===== src/rtl/morse_pkg.sv =====
// Shared Morse definitions: FSM states, timing multipliers and ASCII codes.
// Used by the receive decoder and the transmit encoder table.
package morse_pkg;

    typedef enum logic [2:0] {
        ST_IDLE,
        ST_MARK,
        ST_SPACE,
        ST_EMIT,
        ST_GAP,
        ST_ERR
    } state_t;

    localparam int unsigned MUL_DASH = 2;
    localparam int unsigned MUL_WORD = 5;
    localparam int unsigned MUL_ERR  = 7;
    localparam int unsigned MAX_SYM  = 5;

    localparam logic [7:0] ASCII_SPACE   = 8'h20;
    localparam logic [7:0] ASCII_UNKNOWN = 8'h3F;

endpackage


===== src/rtl/morse_sym_lut.sv =====
// Symbol pattern to ASCII table; first symbol sits at bit len-1, last at bit 0.
// dot = 0, dash = 1; unused upper sym bits are zero.
module morse_sym_lut
    import morse_pkg::*;
(
    input  logic [2:0] len,
    input  logic [4:0] sym,
    output logic [7:0] ascii
);

    always_comb begin
        ascii = ASCII_UNKNOWN;
        case ({len, sym})
            {3'd2, 5'b00001}: ascii = 8'h41;
            {3'd4, 5'b01000}: ascii = 8'h42;
            {3'd4, 5'b01010}: ascii = 8'h43;
            {3'd3, 5'b00100}: ascii = 8'h44;
            {3'd1, 5'b00000}: ascii = 8'h45;
            {3'd4, 5'b00010}: ascii = 8'h46;
            {3'd3, 5'b00110}: ascii = 8'h47;
            {3'd4, 5'b00000}: ascii = 8'h48;
            {3'd2, 5'b00000}: ascii = 8'h49;
            {3'd4, 5'b00111}: ascii = 8'h4A;
            {3'd3, 5'b00101}: ascii = 8'h4B;
            {3'd4, 5'b00100}: ascii = 8'h4C;
            {3'd2, 5'b00011}: ascii = 8'h4D;
            {3'd2, 5'b00010}: ascii = 8'h4E;
            {3'd3, 5'b00111}: ascii = 8'h4F;
            {3'd4, 5'b00110}: ascii = 8'h50;
            {3'd4, 5'b01101}: ascii = 8'h51;
            {3'd3, 5'b00010}: ascii = 8'h52;
            {3'd3, 5'b00000}: ascii = 8'h53;
            {3'd1, 5'b00001}: ascii = 8'h54;
            {3'd3, 5'b00001}: ascii = 8'h55;
            {3'd4, 5'b00001}: ascii = 8'h56;
            {3'd3, 5'b00011}: ascii = 8'h57;
            {3'd4, 5'b01001}: ascii = 8'h58;
            {3'd4, 5'b01011}: ascii = 8'h59;
            {3'd4, 5'b01100}: ascii = 8'h5A;
            {3'd5, 5'b11111}: ascii = 8'h30;
            {3'd5, 5'b01111}: ascii = 8'h31;
            {3'd5, 5'b00111}: ascii = 8'h32;
            {3'd5, 5'b00011}: ascii = 8'h33;
            {3'd5, 5'b00001}: ascii = 8'h34;
            {3'd5, 5'b00000}: ascii = 8'h35;
            {3'd5, 5'b10000}: ascii = 8'h36;
            {3'd5, 5'b11000}: ascii = 8'h37;
            {3'd5, 5'b11100}: ascii = 8'h38;
            {3'd5, 5'b11110}: ascii = 8'h39;
            default:          ascii = ASCII_UNKNOWN;
        endcase
    end

endmodule


===== src/rtl/morse_rx_decoder.sv =====
// Morse receiver: key timing FSM, symbol collection and 1-deep char output.
// Optional key deglitch filter enabled by defining MORSE_RX_DEGLITCH_EN.
module morse_rx_decoder
    import morse_pkg::*;
#(
    parameter int UNIT_CYC     = 1000,
    parameter int CNT_W        = 16,
    parameter int DEGLITCH_CYC = 8
) (
    input  logic       CLK,
    input  logic       RST,
    input  logic       key_in,
    input  logic       char_ready,
    output logic [7:0] char_data,
    output logic       char_valid,
    output logic       err,
    output logic       overrun
);

    // Thresholds are compared one cycle early so the state change lands
    // on the same edge where cnt reaches the multiple.
    localparam logic [CNT_W-1:0] T_DASH = CNT_W'(MUL_DASH * UNIT_CYC - 1);
    localparam logic [CNT_W-1:0] T_WORD = CNT_W'(MUL_WORD * UNIT_CYC - 1);
    localparam logic [CNT_W-1:0] T_ERR  = CNT_W'(MUL_ERR * UNIT_CYC - 1);
    localparam logic [CNT_W-1:0] T_SAT  = CNT_W'(MUL_ERR * UNIT_CYC);

    logic sync1;
    logic sync2;
    logic key_s;
    logic key_nxt;

    always_ff @(posedge CLK or posedge RST) begin
        if (RST) begin
            sync1 <= 1'b0;
            sync2 <= 1'b0;
        end else begin
            sync1 <= key_in;
            sync2 <= sync1;
        end
    end

`ifdef MORSE_RX_DEGLITCH_EN
    localparam int DW = (DEGLITCH_CYC > 1) ? $clog2(DEGLITCH_CYC) : 1;

    logic [DW-1:0] dg_cnt;
    logic          dg_hit;

    assign dg_hit  = (sync2 != key_s) && (dg_cnt == DW'(DEGLITCH_CYC - 1));
    assign key_nxt = dg_hit ? sync2 : key_s;

    always_ff @(posedge CLK or posedge RST) begin
        if (RST) begin
            key_s  <= 1'b0;
            dg_cnt <= '0;
        end else begin
            key_s <= key_nxt;
            if (sync2 == key_s || dg_hit)
                dg_cnt <= '0;
            else
                dg_cnt <= dg_cnt + 1'b1;
        end
    end
`else
    logic unused_dg;

    assign key_s     = sync2;
    assign key_nxt   = sync1;
    assign unused_dg = (DEGLITCH_CYC == 0);
`endif

    logic rise;
    logic fall;

    assign rise = key_nxt & ~key_s;
    assign fall = key_s & ~key_nxt;

    state_t            state;
    state_t            state_n;
    logic [CNT_W-1:0]  cnt;
    logic [4:0]        sym;
    logic [4:0]        sym_n;
    logic [2:0]        len;
    logic [2:0]        len_n;
    logic              err_n;
    logic              emit;
    logic [7:0]        emit_chr;
    logic [7:0]        lut_out;
    logic              accept;

    morse_sym_lut u_lut (
        .len   (len),
        .sym   (sym),
        .ascii (lut_out)
    );

    always_comb begin
        state_n  = state;
        sym_n    = sym;
        len_n    = len;
        err_n    = 1'b0;
        emit     = 1'b0;
        emit_chr = lut_out;
        unique case (state)
            ST_IDLE: begin
                if (rise)
                    state_n = ST_MARK;
            end
            ST_MARK: begin
                if (cnt >= T_ERR || (fall && len == 3'(MAX_SYM))) begin
                    state_n = ST_ERR;
                    err_n   = 1'b1;
                    sym_n   = '0;
                    len_n   = '0;
                end else if (fall) begin
                    sym_n   = {sym[3:0], (cnt >= T_DASH)};
                    len_n   = len + 3'd1;
                    state_n = ST_SPACE;
                end
            end
            ST_SPACE: begin
                if (rise)
                    state_n = ST_MARK;
                else if (cnt >= T_DASH)
                    state_n = ST_EMIT;
            end
            ST_EMIT: begin
                emit    = 1'b1;
                sym_n   = '0;
                len_n   = '0;
                state_n = rise ? ST_MARK : ST_GAP;
            end
            ST_GAP: begin
                if (rise) begin
                    state_n = ST_MARK;
                end else if (cnt >= T_WORD) begin
                    emit     = 1'b1;
                    emit_chr = ASCII_SPACE;
                    state_n  = ST_IDLE;
                end
            end
            ST_ERR: begin
                if (!key_s && !key_nxt && cnt >= T_DASH)
                    state_n = ST_IDLE;
            end
            default: state_n = ST_IDLE;
        endcase
    end

    // Accepting and loading in the same cycle counts as a load.
    assign accept = !char_valid || char_ready;

    always_ff @(posedge CLK or posedge RST) begin
        if (RST) begin
            state      <= ST_IDLE;
            cnt        <= '0;
            sym        <= '0;
            len        <= '0;
            err        <= 1'b0;
            char_data  <= 8'h00;
            char_valid <= 1'b0;
            overrun    <= 1'b0;
        end else begin
            state <= state_n;
            sym   <= sym_n;
            len   <= len_n;
            err   <= err_n;
            if (key_nxt != key_s)
                cnt <= '0;
            else if (cnt != T_SAT)
                cnt <= cnt + 1'b1;
            if (emit && accept) begin
                char_data  <= emit_chr;
                char_valid <= 1'b1;
            end else begin
                if (char_ready)
                    char_valid <= 1'b0;
                if (emit)
                    overrun <= 1'b1;
            end
        end
    end

endmodule


===== config.mk =====
export PLATFORM = sky130hd
export DESIGN_NAME = morse_rx_decoder
export DESIGN_NICKNAME = d
export VERILOG_FILES = /design/src/rtl/morse_pkg.sv /design/src/rtl/morse_sym_lut.sv /design/src/rtl/morse_rx_decoder.sv
export SDC_FILE = /design/constraint.sdc
export NUM_CORES = 1
export LEC_CHECK = 0
export ABC_AREA = 1
export CORE_AREA = 2 2 94 96
export DETAILED_ROUTE_END_ITERATION = 7
export DIE_AREA = 0 0 96 98
export GPL_TIMING_DRIVEN = 0
export PLACE_DENSITY = 0.56
export SYNTH_ARGS = -nofsm -noshare
export SYNTH_HDL_FRONTEND = slang
export SYNTH_SLANG_ARGS = --single-unit

===== constraint.sdc =====
create_clock -name CLK -period 3.57 [get_ports CLK]
set_input_delay 0.714 -clock CLK [delete_from_list [all_inputs] [get_ports CLK]]
set_output_delay 0.714 -clock CLK [all_outputs]
set_load 0.05 [all_outputs]

---- After elaboration in Yosys (flattened, before gate mapping) ----
Cells that the tools add are included.
operators by class
  add/sub/neg operators ................... 2
  $mul .................................... 0
  divide/modulo/power cells ............... 0
  order comparisons ....................... 3
  eq/ne operators ......................... 49
  shift operators ......................... 0
  mux-type cells .......................... 29
  bitwise gates (word level) .............. 5
  reductions and logical operators ........ 16
operators by type and width
  cell                   number
  $pmux 7 s36            1
  $eq 8x8->1 const B     22
  $eq 8x7->1 const B     12
  $mux 3                 11
  $ge 16x13->1 const B   2
  $mux 16                2
  $mux 8                 3
  $pmux 3 s6             1
  $add 16x1->16 const B  1
  $eq 8x6->1 const B     2
  $ge 16x11->1 const B   1
  $ne 16x13->1 const B   1
  $mux 5                 2
  $pmux 5 s2             1
  $eq 3x3->1 const B     3
  $ne 3x3->1 const B     3
  $eq 3x2->1 const B     2
  $mux 1                 6
  $pmux 3 s2             1
  $reduce_bool 2->1      3
  $reduce_and 5->1       1
  $logic_and 1x1->1      4
  $ne 2x2->1 const B     2
  $reduce_and 2->1       2
  other kinds (9)        15
word-level totals
  register bits ........................... 40
  latch bits .............................. 0
  RAM bits ................................ 0
  bits in read-only memories .............. 0
  input bits .............................. 4
  output and inout port bits .............. 11
  word-level logic and storage cells ...... 114
  memories kept ........................... 0

---- Logic depth before layout (Yosys ltp) ----
  depth after elaboration ................. 7
  depth in mapped cells ................... 13
  gate-level depth less buffers ........... 12

---- By module ----
Synthesis repeated with hierarchy kept, for this count alone.
second synthesis, totals
  cells, all modules ...................... 436
  area, all modules ....................... 2845.2 um^2
modules (own cells, without submodules)
  module            instances  cells an instance  area each (um^2)  sequential area each (um^2)
  morse_rx_decoder  1          280                2130.8            1001.0
  morse_sym_lut     1          156                714.4             0.0

---- Worst setup path after synthesis ----
No wires, ideal clock.
  kind .................................... reg2reg
  from .................................... reg len[0]
  to ...................................... reg sym[0]
  setup time .............................. 74 ps
  arrival time ............................ 1490 ps
  required time ........................... 3496 ps
  slack ................................... 2006 ps
  cell stages (with the launch flop) ...... 12
  buffers on the path ..................... 1
  clock period less this slack ............ 1564 ps
  cell sequence ........................... dfrtp_1 ha_1 nand3_1 o21ai_0 nor2_1 nand2_2 inv_4 nand2_4 nand2_4 buf_6 nand2_1 o21ai_2
between the ends
  word-level cells in the longest chain between the ends .. 5
  elaborated cells between the ends (all ways) .. 7
  those cells by class .................... 2 x eq/ne; 2 x mux; 3 x reduce/logical
ends and longest elaborated chain
  element                                         RTL line                 source
  from (decl)                                     morse_rx_decoder.sv:82   logic [2:0] len;
  from (signal assigned)                          morse_rx_decoder.sv:165  len <= len_n;
  $eq 3x3->1 *                                    morse_rx_decoder.sv:109  if (cnt >= T_ERR || (fall && len == 3'(MAX_SYM))) begin
  $logic_and 1x1->1 *                             morse_rx_decoder.sv:109
  $logic_or 1x1->1 *                              morse_rx_decoder.sv:109
  $mux 5 or $ne 3x3->1 (tied branches)            -
  $pmux 5 s2 or $reduce_and 2->1 (tied branches)  -
  to (signal assigned)                            morse_rx_decoder.sv:164  sym <= sym_n;
  to (decl)                                       morse_rx_decoder.sv:80   logic [4:0] sym;
Every way passes the cells marked *; elsewhere a longest branch is shown, timed or not.
A chain may end at the register's enable or synchronous reset.

---- Worst setup path in the final report ----
  from .................................... reg char_valid
  to ...................................... out char_valid
RTL lines
  element                 RTL line                 source
  from (decl)             morse_rx_decoder.sv:15   output logic char_valid,
  from (signal assigned)  morse_rx_decoder.sv:160  char_valid <= 1'b0;
  from (signal assigned)  morse_rx_decoder.sv:173  char_valid <= 1'b1;
  from (signal assigned)  morse_rx_decoder.sv:176  char_valid <= 1'b0;
No word-level cell between the ends.

==> flow_summary.json <==
{
  "power_density_nw_per_um2": 577,
  "cap_violations": 0,
  "seqCellArea_sq_um": 976,
  "dp.final_hpwl_mm": 4.94,
  "core_sq_um": 8470,
  "synth_edf_count": 0,
  "vdd_drop_max_v": 0.000210,
  "drt-initial-drc-count": 127,
  "cp_data_arrival_time_ns": 1.48,
  "fin_crit_sh_pct": 61.5,
  "r2r_start": "cnt[0]",
  "period_minus_slack_ns": 2.20,
  "synth_warnings": 0,
  "run_status": "finished clean",
  "power_mw": 1.86,
  "drive_gt1_share_pct": 16.3,
  "fp.dieH_um": 98,
  "synth_top_area_share_pct": 34.1,
  "cts_tree": "done",
  "layout.nets": 447,
  "hold_buffers": 0,
  "p_leak_nw": 1.64,
  "drtPass1Iterations": 4,
  "startpoint": "char_valid",
  "grt_max_degree": 40,
  "ys_seq_elements": 39,
  "num_rows": 34,
  "grt_use_total_pct": 14.6,
  "nFillCells": 883,
  "synth_top_area_cell": "dfrtp_1",
  "port_buffers": 13,
  "dr_total_vias": 2621,
  "slowest_stage": "clkdlybuf4s50_1",
  "syn_nets": 427,
  "synthTopCellsByArea": "dfrtp_1 (34%), nand2_1 (15%), nor2_1 (6.6%)",
  "hold_path.class": "reg2reg",
  "cp-end-kind": "primary output",
  "h-tree-depth": 2,
  "ys_types": 33,
  "multi_input_area_sq_um": 1640,
  "grt_overflow_total": 0,
  "grt_pass1_vias": 2495,
  "avgRoutedWirePerCell_um": 11.7,
  "critical_path.top_delay_family": "buffers and inverters",
  "drc": 0,
  "finalSetupViolations": 0,
  "root_buffer": "clkbuf_8",
  "setup_slack_ns": 1.37,
  "dieArea_sq_um": 9410,
  "synth_area_sq_um": 2870,
  "area_delta_synth_final_pct": 12.3,
  "cts_buffers": 5,
  "dp_slack_ns": 1.58,
  "cts_max_path_buffers": 2,
  "timing.fmax_mhz": 456,
  "crit_chain": "clkdlybuf4s50_1",
  "clkSinkCount": 39,
  "skew_ns": 0.00601,
  "clkLatencyLatePin_ns": 0.29,
  "grt_pass1_wl_mm": 11.1,
  "grt_setup_unrepaired": "false",
  "crit_fanout": 2,
  "layout_commonest_cell": "nand2_1",
  "crit_type": "reg2out",
  "max_stage_delay_ns": 0.81,
  "stdcell_count": 544,
  "finalSetupTns_ns": 0,
  "ant_nets": 0,
  "viasPerCell": 4.82,
  "cts.clk_slew.worst_paths_ns": 0.07,
  "crit_path_start_kind": "flop",
  "die_x_um": 96,
  "io_pins": 15,
  "globalplace.congestion": 0.857,
  "post_cts_resized": 0,
  "dp.cells": 537,
  "start_util_pct": 33.8,
  "synthFlopType": "dfrtp_1",
  "drt-total-wl_mm": 6.38,
  "min_from": "key_nxt",
  "hold_viol": 0,
  "ys_seq_area_share_pct": 34.1,
  "max_slew_margin_pct": 44.8,
  "antenna_cells": 0,
  "crit_buf_inv": 1,
  "postCtsSetupBuffers": 0,
  "synthCells": 416,
  "synth_area_per_cell_sq_um": 6.89,
  "antenna_found_initial": 0,
  "drv_slew": 0,
  "ys_async_sr_fraction_pct": 100,
  "cp.required_ns": 2.86,
  "tightest_slew_ns": 0.826,
  "final_cell_mix": "nand2_1 (113), nor2_1 (50), inv_1 (42), dfrtp_1 (39), nand3_1 (31)"
}
-- cells in the mapped netlist, types with 3 or more instances --
master	n
nand2_1	113
nor2_1	50
inv_1	43
dfrtp_1	39
nand3_1	31
nand2_2	19
a21oi_1	18
o21ai_0	15
nor3_1	12
inv_2	8
o21ai_2	8
ha_1	7
nand4_1	7
nor2_2	6
nand2_4	5
nor2_4	5
nand3b_1	4
buf_6	3
nand3_2	3
nor4_1	3
o21bai_1	3
-- worst paths after layout --
kind                                end  slack [ns]  cells past startpoint
setup / recovery             char_valid        1.37                      1
hold / removal                    key_s        0.41                      0
setup reg to reg           char_data[5]        1.72                     11
hold reg to reg                   key_s        0.41                      0
max in group asynchronous        cnt[7]        2.15                      2
min in group asynchronous  char_data[5]        0.90                      2
-- sequential cells by signal, summed over array words and instances (netlist names) --
name,count
cnt,16
char_data,7
sym,5
len,3
state,3
char_valid,1
err,1
key_nxt,1
key_s,1
overrun,1
-- per-layer routing --
layer  track usage [%]  wire, um  up-vias
met4              4.07        82        0
met5                 0         0        -
met2              24.7      3120       43
met3              1.85       154        9
li1                  -         -     1371
met1              19.5      3020     1198
-- report_power, final --
group	total [mW]	switching (mW)	internal, mW
logic	0.954	0.631	0.322
clock network	0.306	0.154	0.152
registers	0.598	0.0712	0.526
total	1.86	0.857	1.00
-- per-stage QoR --
step                      cell area (sq um)  util [%]  hold slack, ns
after floorplan                        2870         -           0.378
after global placement                 3130      37.0           0.398
after detailed placement               3130      37.0           0.400
after CTS                              3220      38.0           0.418
after global routing                   3220      38.0           0.433
final                                  3220      38.0           0.412
-- worst reg2reg max path: stages, from the launching register on --
cell and delay (ns):
dfrtp_1 0.41, ha_1 0.23, nand2_1 0.09, nand2_1 0.07, o21ai_0 0.21, nand2_1 0.10
nand4_1 0.12, nand2_1 0.09, nand2_1 0.24, nand2_1 0.08, nand2_1 0.08, inv_1 0.04
-- logic make-up (layout without fill, tap and decap cells) --
| logic type | count (synthesis) | count (layout) | share of synthesized area (%) |
|---|---|---|---|
| simple gates | 261 | 261 | 43.5 |
| buf+inv | 59 | 79 | 8.86 |
| compound gates | 48 | 48 | 10.0 |
| flops | 39 | 39 | 34.1 |
| fa+ha+maj | 7 | 7 | 3.06 |
| other cells | 1 | 1 | 0.131 |
| xor+xnor | 1 | 1 | 0.306 |
-- final cells by class --
type	count	area share, %
Timing Repair Buffer	13	4.04
Tap cell	108	4.20
Sequential cell	39	30.3
Inverter	53	6.26
Clock inverter	1	0.156
Multi-Input combinational cell	318	50.8
Buffer	6	1.63
Clock buffer	6	2.57
Note: power is estimated with default switching activity, not from simulation.
